$ cat src/rtl/wb_cfg_loader.sv
// Wishbone slave that buffers CPU-written configuration words in a small FIFO and
// shifts them LSB-first into the eFPGA configuration chain with a generated prog_clk.
//
// state    | meaning
// IDLE     | waiting for START
// LOAD     | finish if the bit count is reached, else pop the next word
// SHIFT_LO | prog_clk low, ccff_head carries the next bit
// SHIFT_HI | prog_clk high, chain captures the bit
// DONE     | bitstream complete, cfg_done high
module wb_cfg_loader #(
  parameter logic [31:0] BASE_ADDR  = 32'h3000_0000,
  parameter int          FIFO_DEPTH = 4,
  parameter int          CNT_W      = 20
) (
  input  logic        wb_clk_i,
  input  logic        wb_rst_ni,
  input  logic        wbs_stb_i,
  input  logic        wbs_cyc_i,
  input  logic        wbs_we_i,
  input  logic [3:0]  wbs_sel_i,
  input  logic [31:0] wbs_adr_i,
  input  logic [31:0] wbs_dat_i,
  output logic        wbs_ack_o,
  output logic [31:0] wbs_dat_o,
  output logic        prog_clk_o,
  output logic        ccff_head_o,
  input  logic        ccff_tail_i,
  output logic        prog_reset_o,
  output logic        cfg_done_o
);

  localparam int AW = (FIFO_DEPTH > 1) ? $clog2(FIFO_DEPTH) : 1;

  typedef enum logic [2:0] {S_IDLE, S_LOAD, S_SHIFT_LO, S_SHIFT_HI, S_DONE} state_t;
  state_t state;

  logic [31:0]      fifo_mem [FIFO_DEPTH];
  logic [AW-1:0]    rd_ptr, wr_ptr;
  logic [AW:0]      fifo_cnt;
  logic             fifo_empty, fifo_full;
  logic             start_pend, abort_pend, tail_q;
  logic [CNT_W-1:0] bitcnt, n_bits, bits_shifted;
  logic [31:0]      sr;
  logic [4:0]       bit_left;
  logic             hit, data_wr, push, pop, accept, busy;
  logic [1:0]       reg_sel;
  logic [31:0]      status, rdata;
  logic             unused_bits;

  assign unused_bits = ^{wbs_sel_i, wbs_adr_i[1:0]};
  assign fifo_empty  = (fifo_cnt == '0);
  assign fifo_full   = (fifo_cnt == (AW+1)'(FIFO_DEPTH));
  assign busy        = (state == S_LOAD) || (state == S_SHIFT_LO) || (state == S_SHIFT_HI);
  assign reg_sel     = wbs_adr_i[3:2];

  // Gating with the current ack keeps two acks from ever landing back to back.
  assign hit     = wbs_stb_i & wbs_cyc_i & ~wbs_ack_o & (wbs_adr_i[31:4] == BASE_ADDR[31:4]);
  assign data_wr = hit & wbs_we_i & (reg_sel == 2'd2);
  assign pop     = (state == S_LOAD) & ~abort_pend & ~fifo_empty & (bits_shifted != n_bits);
  assign push    = data_wr & (~fifo_full | pop);
  assign accept  = hit & ~(data_wr & ~push);

  always_comb begin
    status = '0;
    status[0] = busy;
    status[1] = cfg_done_o;
    status[2] = fifo_empty;
    status[3] = fifo_full;
    status[4] = tail_q;
    status[8 +: CNT_W] = bits_shifted;
  end

  always_comb begin
    rdata = '0;
    case (reg_sel)
      2'd0:    rdata[1] = prog_reset_o;
      2'd1:    rdata = status;
      2'd3:    rdata[CNT_W-1:0] = bitcnt;
      default: rdata = '0;
    endcase
  end

  always_ff @(posedge wb_clk_i or negedge wb_rst_ni) begin
    if (!wb_rst_ni) begin
      wbs_ack_o    <= 1'b0;
      wbs_dat_o    <= '0;
      prog_reset_o <= 1'b0;
      bitcnt       <= '0;
      start_pend   <= 1'b0;
      abort_pend   <= 1'b0;
    end else begin
      wbs_ack_o  <= accept;
      wbs_dat_o  <= (accept & ~wbs_we_i) ? rdata : '0;
      start_pend <= 1'b0;
      abort_pend <= 1'b0;
      if (accept & wbs_we_i) begin
        if (reg_sel == 2'd0) begin
          prog_reset_o <= wbs_dat_i[1];
          start_pend   <= wbs_dat_i[0];
          abort_pend   <= wbs_dat_i[2];
        end
        if (reg_sel == 2'd3) bitcnt <= wbs_dat_i[CNT_W-1:0];
      end
    end
  end

  always_ff @(posedge wb_clk_i) begin
    if (push) fifo_mem[abort_pend ? '0 : wr_ptr] <= wbs_dat_i;
  end

  // A push landing on the flush cycle becomes the only word left in the FIFO.
  always_ff @(posedge wb_clk_i or negedge wb_rst_ni) begin
    if (!wb_rst_ni) begin
      rd_ptr   <= '0;
      wr_ptr   <= '0;
      fifo_cnt <= '0;
    end else if (abort_pend) begin
      rd_ptr   <= '0;
      wr_ptr   <= push ? AW'(1) : '0;
      fifo_cnt <= push ? (AW+1)'(1) : '0;
    end else begin
      if (push) wr_ptr <= wr_ptr + AW'(1);
      if (pop)  rd_ptr <= rd_ptr + AW'(1);
      case ({push, pop})
        2'b10:   fifo_cnt <= fifo_cnt + (AW+1)'(1);
        2'b01:   fifo_cnt <= fifo_cnt - (AW+1)'(1);
        default: fifo_cnt <= fifo_cnt;
      endcase
    end
  end

  always_ff @(posedge wb_clk_i or negedge wb_rst_ni) begin
    if (!wb_rst_ni) begin
      state        <= S_IDLE;
      sr           <= '0;
      bit_left     <= '0;
      bits_shifted <= '0;
      n_bits       <= '0;
      tail_q       <= 1'b0;
      prog_clk_o   <= 1'b0;
      ccff_head_o  <= 1'b0;
      cfg_done_o   <= 1'b0;
    end else if (abort_pend) begin
      state      <= S_IDLE;
      prog_clk_o <= 1'b0;
      cfg_done_o <= 1'b0;
    end else begin
      case (state)
        S_IDLE, S_DONE: begin
          if (start_pend) begin
            n_bits <= bitcnt;
            if (bitcnt == '0) begin
              state      <= S_DONE;
              cfg_done_o <= 1'b1;
            end else begin
              state        <= S_LOAD;
              bits_shifted <= '0;
              cfg_done_o   <= 1'b0;
            end
          end
        end
        S_LOAD: begin
          if (bits_shifted == n_bits) begin
            state      <= S_DONE;
            cfg_done_o <= 1'b1;
          end else if (pop) begin
            sr          <= fifo_mem[rd_ptr];
            ccff_head_o <= fifo_mem[rd_ptr][0];
            bit_left    <= 5'd31;
            state       <= S_SHIFT_LO;
          end
        end
        S_SHIFT_LO: begin
          prog_clk_o <= 1'b1;
          tail_q     <= ccff_tail_i;
          state      <= S_SHIFT_HI;
        end
        S_SHIFT_HI: begin
          prog_clk_o   <= 1'b0;
          sr           <= sr >> 1;
          bits_shifted <= bits_shifted + CNT_W'(1);
          bit_left     <= bit_left - 5'd1;
          if ((bits_shifted + CNT_W'(1) == n_bits) || (bit_left == 5'd0)) begin
            state <= S_LOAD;
          end else begin
            ccff_head_o <= sr[1];
            state       <= S_SHIFT_LO;
          end
        end
        default: state <= S_IDLE;
      endcase
    end
  end

endmodule

$ cat config.mk
export PLATFORM = sky130hd
export DESIGN_NAME = wb_cfg_loader
export DESIGN_NICKNAME = d
export VERILOG_FILES = /design/src/rtl/wb_cfg_loader.sv
export SDC_FILE = /design/constraint.sdc
export NUM_CORES = 1
export LEC_CHECK = 0
export ABC_AREA = 1
export BUFFER_PORTS_ARGS = -buffer_cell sky130_fd_sc_hd__buf_4
export CORE_ASPECT_RATIO = 1.4
export CORE_MARGIN = 5
export CORE_UTILIZATION = 38
export DETAILED_ROUTE_END_ITERATION = 6
export HOLD_SLACK_MARGIN = 0.02
export PLACE_DENSITY = 0.54
export SLEW_MARGIN = 15
export SYNTH_ARGS = -nofsm -noshare
export SYNTH_HDL_FRONTEND = slang
export SYNTH_SLANG_ARGS = --single-unit
$ cat constraint.sdc
create_clock -name wb_clk_i -period 5.3 [get_ports wb_clk_i]
set_clock_uncertainty 0.1 [all_clocks]
set_input_delay 0.265 -clock wb_clk_i [delete_from_list [all_inputs] [get_ports wb_clk_i]]
set_output_delay 0.265 -clock wb_clk_i [all_outputs]
set_load 0.005 [all_outputs]
==> results of run 1 <==
state kept, by name, summed over array words and instances (netlist names):
register / flops
fifo_mem: 128
sr: 31
wbs_dat_o: 28
bitcnt: 20
bits_shifted: 20
n_bits: 20
bit_left: 5
fifo_cnt: 3
state: 3
rd_ptr: 2
wr_ptr: 2
abort_pend: 1
ccff_head_o: 1
cfg_done_o: 1
prog_clk_o: 1
prog_reset_o: 1
start_pend: 1
tail_q: 1
wbs_ack_o: 1
power breakdown:
group / switching (mW) / internal, mW
combinational: 0.0605 / 0.0535
clock: 0.786 / 0.985
sequential: 0.000176 / 2.20
cells by family after synthesis:
| logic type | after synthesis |
|---|---|
| xor+xnor | 28 |
| buf+inv | 150 |
| mux | 22 |
| fa+ha+maj | 3 |
| compound gates | 239 |
| simple gates | 501 |
| other cells | 1 |
| flops | 270 |
per-stage QoR:
step	instance area [µm²]	util (%)	std cells	power, mW
after floorplan	12300	-	1217	2.253
final	14540	45.13	1757	4.082
after CTS	14540	45.13	1757	4.146
after global placement	13370	41.50	1671	2.332
after detailed placement	13370	41.50	1671	2.333
after global routing	14540	45.13	1757	4.240
cells in the mapped netlist, drive strengths merged, types with 2 or more instances:
cell / number / area share, %
a21boi: 2 / 0.12
o21ai: 167 / 7.7
o22ai: 32 / 1.6
buf: 23 / 1.5
o21bai: 3 / 0.18
nand4: 18 / 0.92
inv: 88 / 2.7
nand2: 235 / 7.9
xnor2: 14 / 1.2
or2: 30 / 1.5
a22oi: 2 / 0.12
clkbuf: 36 / 1.1
o31ai: 5 / 0.31
nor2: 148 / 4.9
clkinv: 3 / 0.092
a21oi: 23 / 0.94
nand3b: 4 / 0.38
edfxtp: 128 / 31
ha: 2 / 0.20
xor2: 14 / 1.0
and3: 2 / 0.10
dfrtp: 142 / 29
nand3: 43 / 1.9
mux2: 22 / 2.0
nor3: 19 / 0.77
worst max-delay path: cells and delay by family, from the launching register on:
family,cells,cell delay (ns)
simple gates,8,1.64
buf+inv,2,0.61
flops,1,0.38
layer usage:
metal / wire length [µm] / global-route usage, % / vias up
li1: - / - / 4340
met1: 12940 / 21.38 / 4370
met2: 16500 / 32.05 / 151
met3: 1043 / 2.115 / 42
met4: 739 / 4.914 / 0
met5: 0 / 0 / -
area by class of cell:
class / instances / area share [%]
Sequential cell: 270 / 50.90
Inverter: 91 / 2.350
Timing Repair Buffer: 149 / 8.341
Clock buffer: 40 / 5.191
Tap cell: 400 / 3.443
Clock inverter: 10 / 0.3701
Multi-Input combinational cell: 797 / 29.41
how the worst max path moves through the flow:
stage | startpoint | to | slack, ns | cells past startpoint
floorplan | state[2] | fifo_mem[0][0] | 1.19 | 7
global placement | wbs_adr_i[22] | fifo_mem[1][27] | 2.15 | 11
detailed placement | wbs_adr_i[4] | fifo_mem[1][26] | 2.14 | 11
CTS | wbs_ack_o | fifo_mem[1][23] | 2.10 | 10
global route | wbs_ack_o | fifo_mem[1][28] | 1.91 | 10
finish | wbs_ack_o | fifo_mem[1][28] | 2.23 | 10
cells in the final DEF (no fill, tap or decap), types with 22 or more instances in the layout:
cell type      synthesis  routed
nand2_1              200     200
nand2_2               34      33
nor2_1               139     136
o22ai_1               32      32
buf_4                  6     112
dlygate4sd3_1          0      36
mux2_2                22      22
nand3_1               40      40
inv_1                 81      80
clkbuf_16              0      27
a21oi_1               23      23
o21ai_0              127     127
dfrtp_1              142     141
o21ai_2               30      30
edfxtp_1             128     128
or2_2                 25      25
==> run_summary.xml, run 1 <==
<?xml version="1.0" encoding="UTF-8"?>
<metrics>
  <group name="status">
    <metric name="outcome" unit="">completed</metric>
  </group>
  <group name="power_and_ir_drop">
    <metric name="total_leakage_power" unit="nW">6.097</metric>
    <metric name="power_per_cell_area" unit="nW/µm²">280.8</metric>
    <metric name="vdd.ir_drop.worst" unit="mV">0.2369</metric>
  </group>
  <group name="floorplan">
    <metric name="floorplan.initialDensity" unit="%">38.16</metric>
    <metric name="fp_rows" unit="">78</metric>
    <metric name="core_region_area" unit="µm²">32210</metric>
    <metric name="num_io_pins" unit="">111</metric>
    <metric name="die_w" unit="µm">162.0</metric>
    <metric name="die_h" unit="µm">222.8</metric>
    <metric name="floorplan.die_area" unit="µm²">36090</metric>
  </group>
  <group name="timing">
    <metric name="fin_tns_setup" unit="ns">0</metric>
    <metric name="clock.fmax" unit="MHz">326.1</metric>
    <metric name="whs" unit="ns">0.08902</metric>
    <metric name="worst_slew_pin_slew" unit="ns">1.095</metric>
    <metric name="relSlewSlack" unit="%">26.87</metric>
    <metric name="count_of_final_setup_violators" unit="">0</metric>
    <metric name="final_slew_viol_count" unit="">0</metric>
    <metric name="hold_viol_final" unit="">0</metric>
    <metric name="finalWorstSetupSlack" unit="ns">2.234</metric>
    <metric name="post-route-min-period" unit="ns">3.066</metric>
    <metric name="unrepaired_setup_endpoints_after_global_routing" unit="">no</metric>
    <metric name="fin_crit_sh" unit="%">57.86</metric>
  </group>
  <group name="worst_setup_path">
    <metric name="stage_delay_of_the_slowest_cell_on_the_critical_path" unit="ns">0.52</metric>
    <metric name="data_required_time_at_the_worst_endpoint" unit="ns">5.41</metric>
    <metric name="kind_of_start_point_of_the_critical_path" unit="">flip-flop</metric>
    <metric name="critical_path.reg2reg.startpoint" unit="">wbs_ack_o</metric>
    <metric name="critical_path_arrival" unit="ns">3.17</metric>
    <metric name="worstSetupEndpointType" unit="">flip-flop</metric>
    <metric name="max_fanout_on_critical_path" unit="">17</metric>
    <metric name="reg2reg_to" unit="">fifo_mem[1][28]</metric>
    <metric name="critPathKind" unit="">reg -&gt; reg</metric>
    <metric name="critical_path.cell_chain" unit="">nor2_1 -&gt; nand3_1 -&gt; nor2_1 -&gt; nand2_1 -&gt; nor2_2 -&gt; nand4_1 -&gt; inv_1 -&gt; nand4_1 -&gt; nor2_4 -&gt; buf_4</metric>
    <metric name="worst_path_max_delay_cell" unit="">nor2_4</metric>
    <metric name="setup.reg_to_reg.worst_slack" unit="ns">2.23</metric>
    <metric name="worst_r2r_path_depth" unit="">10</metric>
  </group>
  <group name="clock_tree">
    <metric name="cts_max_level" unit="">1</metric>
    <metric name="post-cts-setup-buffer-count" unit="">0</metric>
    <metric name="cts.repair.resized" unit="">0</metric>
    <metric name="worst_setup_hold_path_clk_slew" unit="ns">0.06</metric>
    <metric name="clock-root-buffer" unit="">clkbuf_16</metric>
    <metric name="postCtsHoldBufs" unit="">36</metric>
    <metric name="numCtsBuffers" unit="">27</metric>
    <metric name="clkSinkCount" unit="">270</metric>
    <metric name="tritoncts" unit="">yes</metric>
    <metric name="cts.path.max_buffers" unit="">3</metric>
    <metric name="insertion_delay" unit="ns">0.55</metric>
  </group>
  <group name="global_route">
    <metric name="grt_max_degree" unit="">94</metric>
    <metric name="global_route_wire_length_before_repair" unit="mm">50.18</metric>
    <metric name="antenna_found_initial" unit="">0</metric>
    <metric name="gr-usage-all-layers" unit="%">17.42</metric>
    <metric name="grt.overflow.total" unit="">0</metric>
    <metric name="first_global_vias" unit="">8933</metric>
  </group>
  <group name="logic_synthesis">
    <metric name="synth-compound-area-share" unit="%">11.38</metric>
    <metric name="syn_area_per_cell" unit="µm²">10.12</metric>
    <metric name="share_of_synthesized_cell_area_in_and_or_nand_and_nor_gates" unit="%">18.48</metric>
    <metric name="synth_seq_cells" unit="">270</metric>
    <metric name="synth_fa_ha_area_share" unit="%">0.3665</metric>
    <metric name="synth-edff-count" unit="">128</metric>
    <metric name="synth_flop_cell" unit="">dfrtp_1</metric>
    <metric name="ys_types" unit="">50</metric>
    <metric name="synth_sequential_area_ratio" unit="%">60.19</metric>
    <metric name="yosys.area_share.xor_xnor" unit="%">2.148</metric>
    <metric name="largest_family_of_logic_cells_by_synthesized_area" unit="">simple AND/OR/NAND/NOR gates</metric>
    <metric name="synth_warnings" unit="">0</metric>
    <metric name="synth.mux.area_fraction" unit="%">2.016</metric>
    <metric name="gate_count_post_synth" unit="">1214</metric>
    <metric name="syn_area" unit="µm²">12290</metric>
    <metric name="synth_async_sr_flop_share" unit="%">52.59</metric>
  </group>
  <group name="detailed_routing">
    <metric name="antenna_viol_nets_final" unit="">0</metric>
    <metric name="via_per_inst" unit="">5.067</metric>
    <metric name="firstDrtPassIters" unit="">5</metric>
    <metric name="drt-wirelength-per-cell" unit="µm">17.77</metric>
    <metric name="drt_drc_violations_left" unit="">0</metric>
    <metric name="vias" unit="">8903</metric>
    <metric name="initialDrtViolationCount" unit="">447</metric>
    <metric name="wl" unit="mm">31.23</metric>
  </group>
  <group name="worst_hold_path">
    <metric name="worst_hold_path_stage_count" unit="">3</metric>
    <metric name="worst_hold_path.endpoint" unit="">wbs_dat_o[6]</metric>
    <metric name="hold_path.startpoint" unit="">wbs_adr_i[3]</metric>
    <metric name="hold_class" unit="">in -&gt; reg</metric>
  </group>
  <group name="final_layout">
    <metric name="area.growth.synth_to_final" unit="%">18.28</metric>
    <metric name="fill_cells" unit="">3041</metric>
    <metric name="antenna-diode-count" unit="">0</metric>
    <metric name="multiInputGateArea" unit="µm²">4274</metric>
    <metric name="drive_above_1_share" unit="%">21.52</metric>
    <metric name="layout.nets" unit="">1413</metric>
    <metric name="regArea" unit="µm²">7398</metric>
  </group>
  <group name="placement">
    <metric name="portBuffers" unit="">100</metric>
    <metric name="place_hpwl" unit="mm">20.53</metric>
    <metric name="routabilityCongestion" unit="">0.8712</metric>
    <metric name="place_worst_setup_slack" unit="ns">2.136</metric>
  </group>
  <group name="run">
    <metric name="drv.max_cap_violation_count" unit="">0</metric>
  </group>
</metrics>
Note: power is estimated with default switching activity, not from simulation.
==> run 2, diff against run 1 <==
==> constraint.sdc (replaced) <==
create_clock -name wb_clk_i -period 3.1 [get_ports wb_clk_i]
set_clock_uncertainty 0.1 [all_clocks]
set_input_delay 0.155 -clock wb_clk_i [delete_from_list [all_inputs] [get_ports wb_clk_i]]
set_output_delay 0.155 -clock wb_clk_i [all_outputs]
set_load 0.005 [all_outputs]
==> run 2 against run 1 <==
Compared with the run above:
- global-route usage hardly changed
- sequential share of layout area fell by 1.2 points
- maximum frequency grew 15%
- cell area grew 2.4%
- non-clock buffer count up 15
- sequential power grew 71%
- worst hold slack improved by 0.049 ns
- via count decreased by 1.1%
- total power grew 80%
- core utilization grew 1.1 points
- critical endpoint is now fifo_cnt[2]
==> run_summary.xml, run 2 (synthesized netlist as in run 1, its figures left out) <==
<?xml version="1.0" encoding="UTF-8"?>
<metrics>
  <group name="power_and_ir_drop">
    <metric name="switching_share" unit="%">20.23</metric>
    <metric name="vdd.ir_drop.worst" unit="mV">0.3871</metric>
    <metric name="total_power" unit="mW">7.331</metric>
    <metric name="power.internal" unit="mW">5.848</metric>
    <metric name="power.share.sequential" unit="%">51.2</metric>
    <metric name="total_leakage_power" unit="nW">6.261</metric>
    <metric name="power_per_cell_area" unit="nW/µm²">492.4</metric>
    <metric name="sw_pwr" unit="mW">1.483</metric>
    <metric name="pwr-share-clk" unit="%">46.0</metric>
    <metric name="comb_power_share" unit="%">2.7</metric>
  </group>
  <group name="placement">
    <metric name="place_hpwl" unit="mm">20.94</metric>
    <metric name="portBuffers" unit="">100</metric>
    <metric name="routabilityCongestion" unit="">0.8880</metric>
  </group>
  <group name="timing">
    <metric name="fin_crit_sh" unit="%">86.06</metric>
    <metric name="final_slew_viol_count" unit="">0</metric>
    <metric name="unrepaired_setup_endpoints_after_global_routing" unit="">no</metric>
    <metric name="fin_tns_setup" unit="ns">0</metric>
    <metric name="relSlewSlack" unit="%">40.51</metric>
    <metric name="whs" unit="ns">0.1383</metric>
    <metric name="worst_slew_pin_slew" unit="ns">0.8924</metric>
    <metric name="count_of_final_setup_violators" unit="">0</metric>
    <metric name="post-route-min-period" unit="ns">2.668</metric>
    <metric name="clock.fmax" unit="MHz">374.8</metric>
    <metric name="hold_viol_final" unit="">0</metric>
  </group>
  <group name="worst_setup_path">
    <metric name="critical_path_arrival" unit="ns">3.00</metric>
    <metric name="max_fanout_on_critical_path" unit="">6</metric>
    <metric name="reg2reg_to" unit="">fifo_cnt[2]</metric>
    <metric name="stage_delay_of_the_slowest_cell_on_the_critical_path" unit="ns">0.49</metric>
    <metric name="setup.reg_to_reg.worst_slack" unit="ns">0.43</metric>
    <metric name="worst_r2r_path_depth" unit="">15</metric>
    <metric name="worstSetupEndpointType" unit="">flip-flop</metric>
    <metric name="data_required_time_at_the_worst_endpoint" unit="ns">3.43</metric>
    <metric name="critPathKind" unit="">reg -&gt; reg</metric>
    <metric name="cp_common_cell" unit="">nand2_1</metric>
    <metric name="worst_path_max_delay_cell" unit="">dfrtp_1</metric>
    <metric name="critical_path.reg2reg.startpoint" unit="">bits_shifted[10]</metric>
    <metric name="critical_path.cell_chain" unit="">xnor2_4 -&gt; nand2_1 -&gt; nor3_1 -&gt; nand2_1 -&gt; nor2_1 -&gt; nand2_1 -&gt; nand3_1 -&gt; inv_1 -&gt; fa_1 -&gt; xor2_1 -&gt; inv_1 -&gt; nand3_1 -&gt; nand2_1 -&gt; nand3_1 -&gt; nand2_1</metric>
    <metric name="kind_of_start_point_of_the_critical_path" unit="">flip-flop</metric>
  </group>
  <group name="detailed_routing">
    <metric name="vias" unit="">8808</metric>
    <metric name="drt_drc_violations_left" unit="">0</metric>
    <metric name="wl" unit="mm">31.36</metric>
    <metric name="initialDrtViolationCount" unit="">529</metric>
    <metric name="via_per_inst" unit="">4.968</metric>
    <metric name="firstDrtPassIters" unit="">5</metric>
    <metric name="drt-wirelength-per-cell" unit="µm">17.69</metric>
    <metric name="antenna_viol_nets_final" unit="">0</metric>
  </group>
  <group name="clock_tree">
    <metric name="cts_max_level" unit="">1</metric>
    <metric name="clkSinkCount" unit="">270</metric>
    <metric name="cts.repair.resized" unit="">0</metric>
    <metric name="tritoncts" unit="">yes</metric>
    <metric name="cts.path.max_buffers" unit="">3</metric>
    <metric name="postCtsHoldBufs" unit="">39</metric>
    <metric name="numCtsBuffers" unit="">28</metric>
    <metric name="worst_setup_hold_path_clk_slew" unit="ns">0.06</metric>
    <metric name="post-cts-setup-buffer-count" unit="">0</metric>
    <metric name="clock-root-buffer" unit="">clkbuf_16</metric>
    <metric name="insertion_delay" unit="ns">0.54</metric>
  </group>
  <group name="floorplan">
    <metric name="num_io_pins" unit="">111</metric>
    <metric name="fp_rows" unit="">78</metric>
    <metric name="die_w" unit="µm">162.0</metric>
    <metric name="floorplan.initialDensity" unit="%">38.16</metric>
    <metric name="core_region_area" unit="µm²">32210</metric>
    <metric name="die_h" unit="µm">222.8</metric>
    <metric name="floorplan.die_area" unit="µm²">36090</metric>
  </group>
  <group name="run">
    <metric name="drv.max_cap_violation_count" unit="">0</metric>
  </group>
  <group name="final_layout">
    <metric name="area.growth.synth_to_final" unit="%">21.17</metric>
    <metric name="commonest_non_fill_non_tap_cell_in_the_layout" unit="">nand2_1</metric>
    <metric name="most-common-layout-cells" unit="">nand2_1, dfrtp_1, nor2_1, edfxtp_1, o21ai_0</metric>
    <metric name="drive_above_1_share" unit="%">22.51</metric>
    <metric name="layout.nets" unit="">1429</metric>
    <metric name="registers.top_by_ff_count" unit="">fifo_mem</metric>
    <metric name="flip_flop_count_of_the_largest_register_all_copies_and_words_added" unit="">128</metric>
    <metric name="antenna-diode-count" unit="">0</metric>
    <metric name="biggestRegsByFlops" unit="">fifo_mem x128, sr x31, wbs_dat_o x28</metric>
  </group>
  <group name="worst_hold_path">
    <metric name="hold_class" unit="">in -&gt; reg</metric>
    <metric name="hold_path.startpoint" unit="">wbs_adr_i[31]</metric>
    <metric name="worst_hold_path_stage_count" unit="">7</metric>
    <metric name="worst_hold_path.endpoint" unit="">wbs_ack_o</metric>
  </group>
  <group name="global_route">
    <metric name="global_route_wire_length_before_repair" unit="mm">49.68</metric>
    <metric name="grt_max_degree" unit="">88</metric>
    <metric name="grt.overflow.total" unit="">0</metric>
    <metric name="first_global_vias" unit="">8960</metric>
    <metric name="gr-usage-all-layers" unit="%">17.43</metric>
    <metric name="antenna_found_initial" unit="">0</metric>
  </group>
  <group name="status">
    <metric name="outcome" unit="">completed</metric>
  </group>
</metrics>
-- run 2: cell types whose count changed in the layout (fill, tap and decap cells not counted), moves of 3 or more --
cell and delta:
buf_12 +8, buf_4 +4, clkbuf_1 -4, clkinvlp_4 +3, dlygate4sd3_1 +3
-- run 2: how the worst max path moves through the flow --
stage | start | endpoint | cells after the start
after floorplan | state[2] | fifo_mem[1][0] | 7
after global placement | bits_shifted[10] | fifo_cnt[2] | 15
after detailed placement | bits_shifted[10] | fifo_cnt[2] | 15
after CTS | bits_shifted[10] | fifo_cnt[2] | 15
after global routing | bits_shifted[10] | fifo_cnt[2] | 15
final | bits_shifted[10] | fifo_cnt[2] | 15
-- run 2: per-layer routing --
| metal | vias to the layer above | global-route usage, % | part of all wire (%) |
|---|---|---|---|
| met3 | 45 | 2.041 | 2.8 |
| li1 | 4372 | - | - |
| met1 | 4260 | 20.81 | 41 |
| met2 | 131 | 32.78 | 54 |
| met5 | - | 0 | 0 |
| met4 | 0 | 4.914 | 2.5 |
-- run 2: per-stage QoR --
stage                     area [µm²]  util [%]  cells  setup slack [ns]
after floorplan                12330         -   1217            0.3458
after global placement         13570     42.13   1683            0.4647
after detailed placement       13570     42.13   1683            0.4208
after CTS                      14890     46.24   1773            0.4037
after global routing           14890     46.24   1773            0.1180
final                          14890     46.24   1773            0.4322
-- run 2: final cells by class --
class | instances | area [µm²]
Clock buffer | 40 | 817.0
Inverter | 91 | 341.6
Tap cell | 400 | 500.5
Clock inverter | 11 | 113.9
Timing Repair Buffer | 164 | 1433
Sequential cell | 270 | 7398
Fill cell | 3010 | 17320
Multi-Input combinational cell | 797 | 4287
-- run 2: critical path, delay by kind of cell, from the launching register on --
family,cells,cell delay [ns]
adder cells (fa/ha/maj),1,0.38
XOR/XNOR,2,0.43
AND/OR/NAND/NOR,10,1.01
flip-flops,1,0.49
buffers and inverters,2,0.13
-- run 2: power by group through the flow --
stage               sequential, mW  combinational, mW  clock [mW]
floorplan                     3.83             0.0218           0
global placement              3.83              0.163           0
detailed placement            3.83              0.166           0
CTS                           3.76              0.206        3.47
global route                  3.75              0.222        3.61
finish                        3.76              0.201        3.37
==> run 3, diff against run 2 <==
--- a/config.mk
+++ b/config.mk
@@ -5,7 +5,6 @@
 export SDC_FILE = /design/constraint.sdc
 export NUM_CORES = 1
 export LEC_CHECK = 0
-export ABC_AREA = 1
 export BUFFER_PORTS_ARGS = -buffer_cell sky130_fd_sc_hd__buf_4
 export CORE_ASPECT_RATIO = 1.4
 export CORE_MARGIN = 5
==> run 3 against run 2 <==
Compared with the run above:
- combinational power is 4% lower
- global-route usage shrank 1.4 points
- count of clock-buffer cells in the layout decreased by 7
- area after synthesis down 4.5%
- non-clock buffer count grew 20
- sequential share of layout area up 1.4 points
- clock power grew 4%
- critical path depth decreased by 7
- register-to-register slack lost 0.27 ns
==> run_summary.xml, run 3 <==
<?xml version="1.0" encoding="UTF-8"?>
<metrics>
  <group name="status">
    <metric name="outcome" unit="">completed</metric>
  </group>
  <group name="logic_synthesis">
    <metric name="gate_count_post_synth" unit="">892</metric>
    <metric name="syn_area_per_cell" unit="µm²">13.15</metric>
    <metric name="synth_common_cells" unit="">dfrtp_1, edfxtp_1, nand2_1, nor2_1, mux2_2</metric>
    <metric name="synth_sequential_area_ratio" unit="%">63.05</metric>
    <metric name="synth-edff-count" unit="">128</metric>
    <metric name="synth_flop_cell" unit="">dfrtp_1</metric>
    <metric name="ys_types" unit="">69</metric>
    <metric name="post_synth_main_area_contributors" unit="">edfxtp_1, dfrtp_1, mux4_2, mux2_2, nand2_1</metric>
    <metric name="synth_async_sr_flop_share" unit="%">52.59</metric>
    <metric name="synth_warnings" unit="">0</metric>
    <metric name="syn_area" unit="µm²">11730</metric>
    <metric name="netlist.top_cell.by_area" unit="">edfxtp_1</metric>
    <metric name="synth_seq_cells" unit="">270</metric>
    <metric name="fraction_of_synthesized_cell_area_taken_by_the_top_area_cell_type" unit="%">32.76</metric>
    <metric name="synthMostInstantiatedCell" unit="">dfrtp_1</metric>
  </group>
  <group name="detailed_routing">
    <metric name="met3WireLength" unit="µm">906</metric>
    <metric name="vias" unit="">7582</metric>
    <metric name="route.layer.met1.wl" unit="mm">11.04</metric>
    <metric name="via_per_inst" unit="">5.190</metric>
    <metric name="drt-wirelength-per-cell" unit="µm">18.79</metric>
    <metric name="initialDrtViolationCount" unit="">405</metric>
    <metric name="antenna_viol_nets_final" unit="">0</metric>
    <metric name="firstDrtPassIters" unit="">5</metric>
    <metric name="wl_met2" unit="mm">14.73</metric>
    <metric name="dr.max_layer_used" unit="">met4</metric>
    <metric name="wl" unit="mm">27.46</metric>
    <metric name="drt_drc_violations_left" unit="">0</metric>
  </group>
  <group name="floorplan">
    <metric name="core_region_area" unit="µm²">30620</metric>
    <metric name="floorplan.initialDensity" unit="%">38.31</metric>
    <metric name="die_h" unit="µm">217.9</metric>
    <metric name="num_io_pins" unit="">111</metric>
    <metric name="floorplan.die_area" unit="µm²">34540</metric>
    <metric name="die_w" unit="µm">158.5</metric>
    <metric name="fp_rows" unit="">76</metric>
  </group>
  <group name="global_route">
    <metric name="gr-usage-all-layers" unit="%">16.07</metric>
    <metric name="grt.overflow.total" unit="">0</metric>
    <metric name="grt_max_degree" unit="">67</metric>
    <metric name="antenna_found_initial" unit="">0</metric>
    <metric name="first_global_vias" unit="">7815</metric>
    <metric name="global_route_wire_length_before_repair" unit="mm">43.43</metric>
  </group>
  <group name="placement">
    <metric name="placed_area" unit="µm²">13110</metric>
    <metric name="routabilityCongestion" unit="">0.8668</metric>
    <metric name="portBuffers" unit="">100</metric>
    <metric name="place_hpwl" unit="mm">18.28</metric>
  </group>
  <group name="final_layout">
    <metric name="final_area" unit="µm²">14480</metric>
    <metric name="layout.nets" unit="">1126</metric>
    <metric name="biggestRegsByFlops" unit="">fifo_mem x128, sr x31, wbs_dat_o x28</metric>
    <metric name="commonest_non_fill_non_tap_cell_in_the_layout" unit="">dfrtp_1</metric>
    <metric name="drive_above_1_share" unit="%">26.61</metric>
    <metric name="regArea" unit="µm²">7398</metric>
    <metric name="multiInputGateArea" unit="µm²">4024</metric>
    <metric name="registers.top_by_ff_count" unit="">fifo_mem</metric>
    <metric name="fill_cells" unit="">2816</metric>
    <metric name="layout.core_utilization" unit="%">47.29</metric>
    <metric name="antenna-diode-count" unit="">0</metric>
    <metric name="area.growth.synth_to_final" unit="%">23.42</metric>
    <metric name="flip_flop_count_of_the_largest_register_all_copies_and_words_added" unit="">128</metric>
    <metric name="most-common-layout-cells" unit="">dfrtp_1, buf_4, edfxtp_1, nand2_1, nor2_1</metric>
  </group>
  <group name="clock_tree">
    <metric name="worst_setup_hold_path_clk_slew" unit="ns">0.06</metric>
    <metric name="insertion_delay" unit="ns">0.54</metric>
    <metric name="clock-root-buffer" unit="">clkbuf_16</metric>
    <metric name="post-cts-setup-buffer-count" unit="">0</metric>
    <metric name="clkSinkCount" unit="">270</metric>
    <metric name="tritoncts" unit="">yes</metric>
    <metric name="cts.path.max_buffers" unit="">3</metric>
    <metric name="numCtsBuffers" unit="">28</metric>
    <metric name="cts_max_level" unit="">1</metric>
  </group>
  <group name="worst_setup_path">
    <metric name="worstSetupEndpointType" unit="">flip-flop</metric>
    <metric name="worst_r2r_path_depth" unit="">8</metric>
    <metric name="critPathKind" unit="">reg -&gt; reg</metric>
    <metric name="data_required_time_at_the_worst_endpoint" unit="ns">3.22</metric>
    <metric name="kind_of_start_point_of_the_critical_path" unit="">flip-flop</metric>
    <metric name="max_fanout_on_critical_path" unit="">32</metric>
    <metric name="critical_path_arrival" unit="ns">3.06</metric>
  </group>
  <group name="power_and_ir_drop">
    <metric name="power_per_cell_area" unit="nW/µm²">513.6</metric>
    <metric name="total_leakage_power" unit="nW">6.027</metric>
    <metric name="vdd.ir_drop.worst" unit="mV">0.4470</metric>
  </group>
  <group name="timing">
    <metric name="final_slew_viol_count" unit="">0</metric>
    <metric name="relSlewSlack" unit="%">61.61</metric>
    <metric name="clock.fmax" unit="MHz">340.6</metric>
    <metric name="fin_tns_setup" unit="ns">0</metric>
    <metric name="unrepaired_setup_endpoints_after_global_routing" unit="">no</metric>
    <metric name="hold_viol_final" unit="">0</metric>
    <metric name="post-route-min-period" unit="ns">2.936</metric>
    <metric name="fin_crit_sh" unit="%">94.72</metric>
    <metric name="worst_slew_pin_slew" unit="ns">0.5758</metric>
    <metric name="count_of_final_setup_violators" unit="">0</metric>
  </group>
  <group name="worst_hold_path">
    <metric name="hold_class" unit="">in -&gt; async</metric>
  </group>
  <group name="run">
    <metric name="drv.max_cap_violation_count" unit="">0</metric>
  </group>
</metrics>
-- run 3: final timing paths --
kind,from,to,slack [ns]
min,wb_rst_ni,wbs_dat_o[4],0.03
min in group wb_clk_i,wbs_adr_i[3],wbs_dat_o[5],0.07
max,bits_shifted[10],fifo_mem[3][16],0.16
min reg2reg,tail_q,tail_q,0.41
max in group asynchronous,wb_rst_ni,wbs_dat_o[14],2.10
max reg2reg,bits_shifted[10],fifo_mem[3][16],0.16
-- run 3: area by class of cell --
| class | instances | area share [%] |
|---|---|---|
| flip-flops and latches | 270 | 51.10 |
| clock buffers | 33 | 5.254 |
| multi-input cells | 554 | 27.79 |
| well taps | 390 | 3.370 |
| inverters | 11 | 0.2852 |
| clock inverters | 19 | 1.443 |
| repair buffers | 184 | 10.76 |
-- run 3: cells by family after synthesis --
family,count (synthesis),share of synthesized area [%]
AO/OA/AOI/OAI,117,6.271
XOR/XNOR,34,2.666
adder cells (fa/ha/maj),3,0.3839
buffers and inverters,71,3.136
flip-flops,270,63.05
multiplexers,97,12.19
other,1,0.03197
AND/OR/NAND/NOR,299,12.27
-- run 3: worst max-delay path, stage by stage (launching register included) --
cell and delay (ns):
dfrtp_1 0.48, xnor2_1 0.19, and3_1 0.23, and4_1 0.23, a2111o_1 0.40, buf_4 0.21, a21oi_4 0.24, and4_1 0.28
buf_12 0.23
-- run 3: per-stage QoR --
stage / setup WS, ns / power [mW] / cells / hold slack (ns)
CTS: 0.1339 / 7.553 / 1461 / 0.03185
global route: 0.0003342 / 7.693 / 1461 / 0.06075
finish: 0.1638 / 7.437 / 1461 / 0.02989
detailed placement: 0.1590 / 3.985 / 1370 / 0.02731
global placement: 0.1723 / 3.982 / 1370 / 0.02836
floorplan: 0.01367 / 3.847 / 895 / -0.2406
-- run 3: timing repair --
action                     in CTS  in global routing
hold endpoints to repair      296                  0
gates resized for setup         0                  2
setup endpoints to repair       0                 18
hold buffers                   39                  0
-- run 3: where the power goes --
| part | switching (mW) | internal (mW) |
|---|---|---|
| clock network | 1.40 | 2.09 |
| registers | 0.00000000630 | 3.76 |
| logic | 0.0968 | 0.0949 |
| total | 1.50 | 5.94 |
-- run 3: per-layer routing --
metal | global-route usage (%) | up-vias
met5 | 0 | -
met4 | 5.121 | 0
met3 | 1.866 | 49
met2 | 29.09 | 138
met1 | 19.84 | 3806
li1 | - | 3589
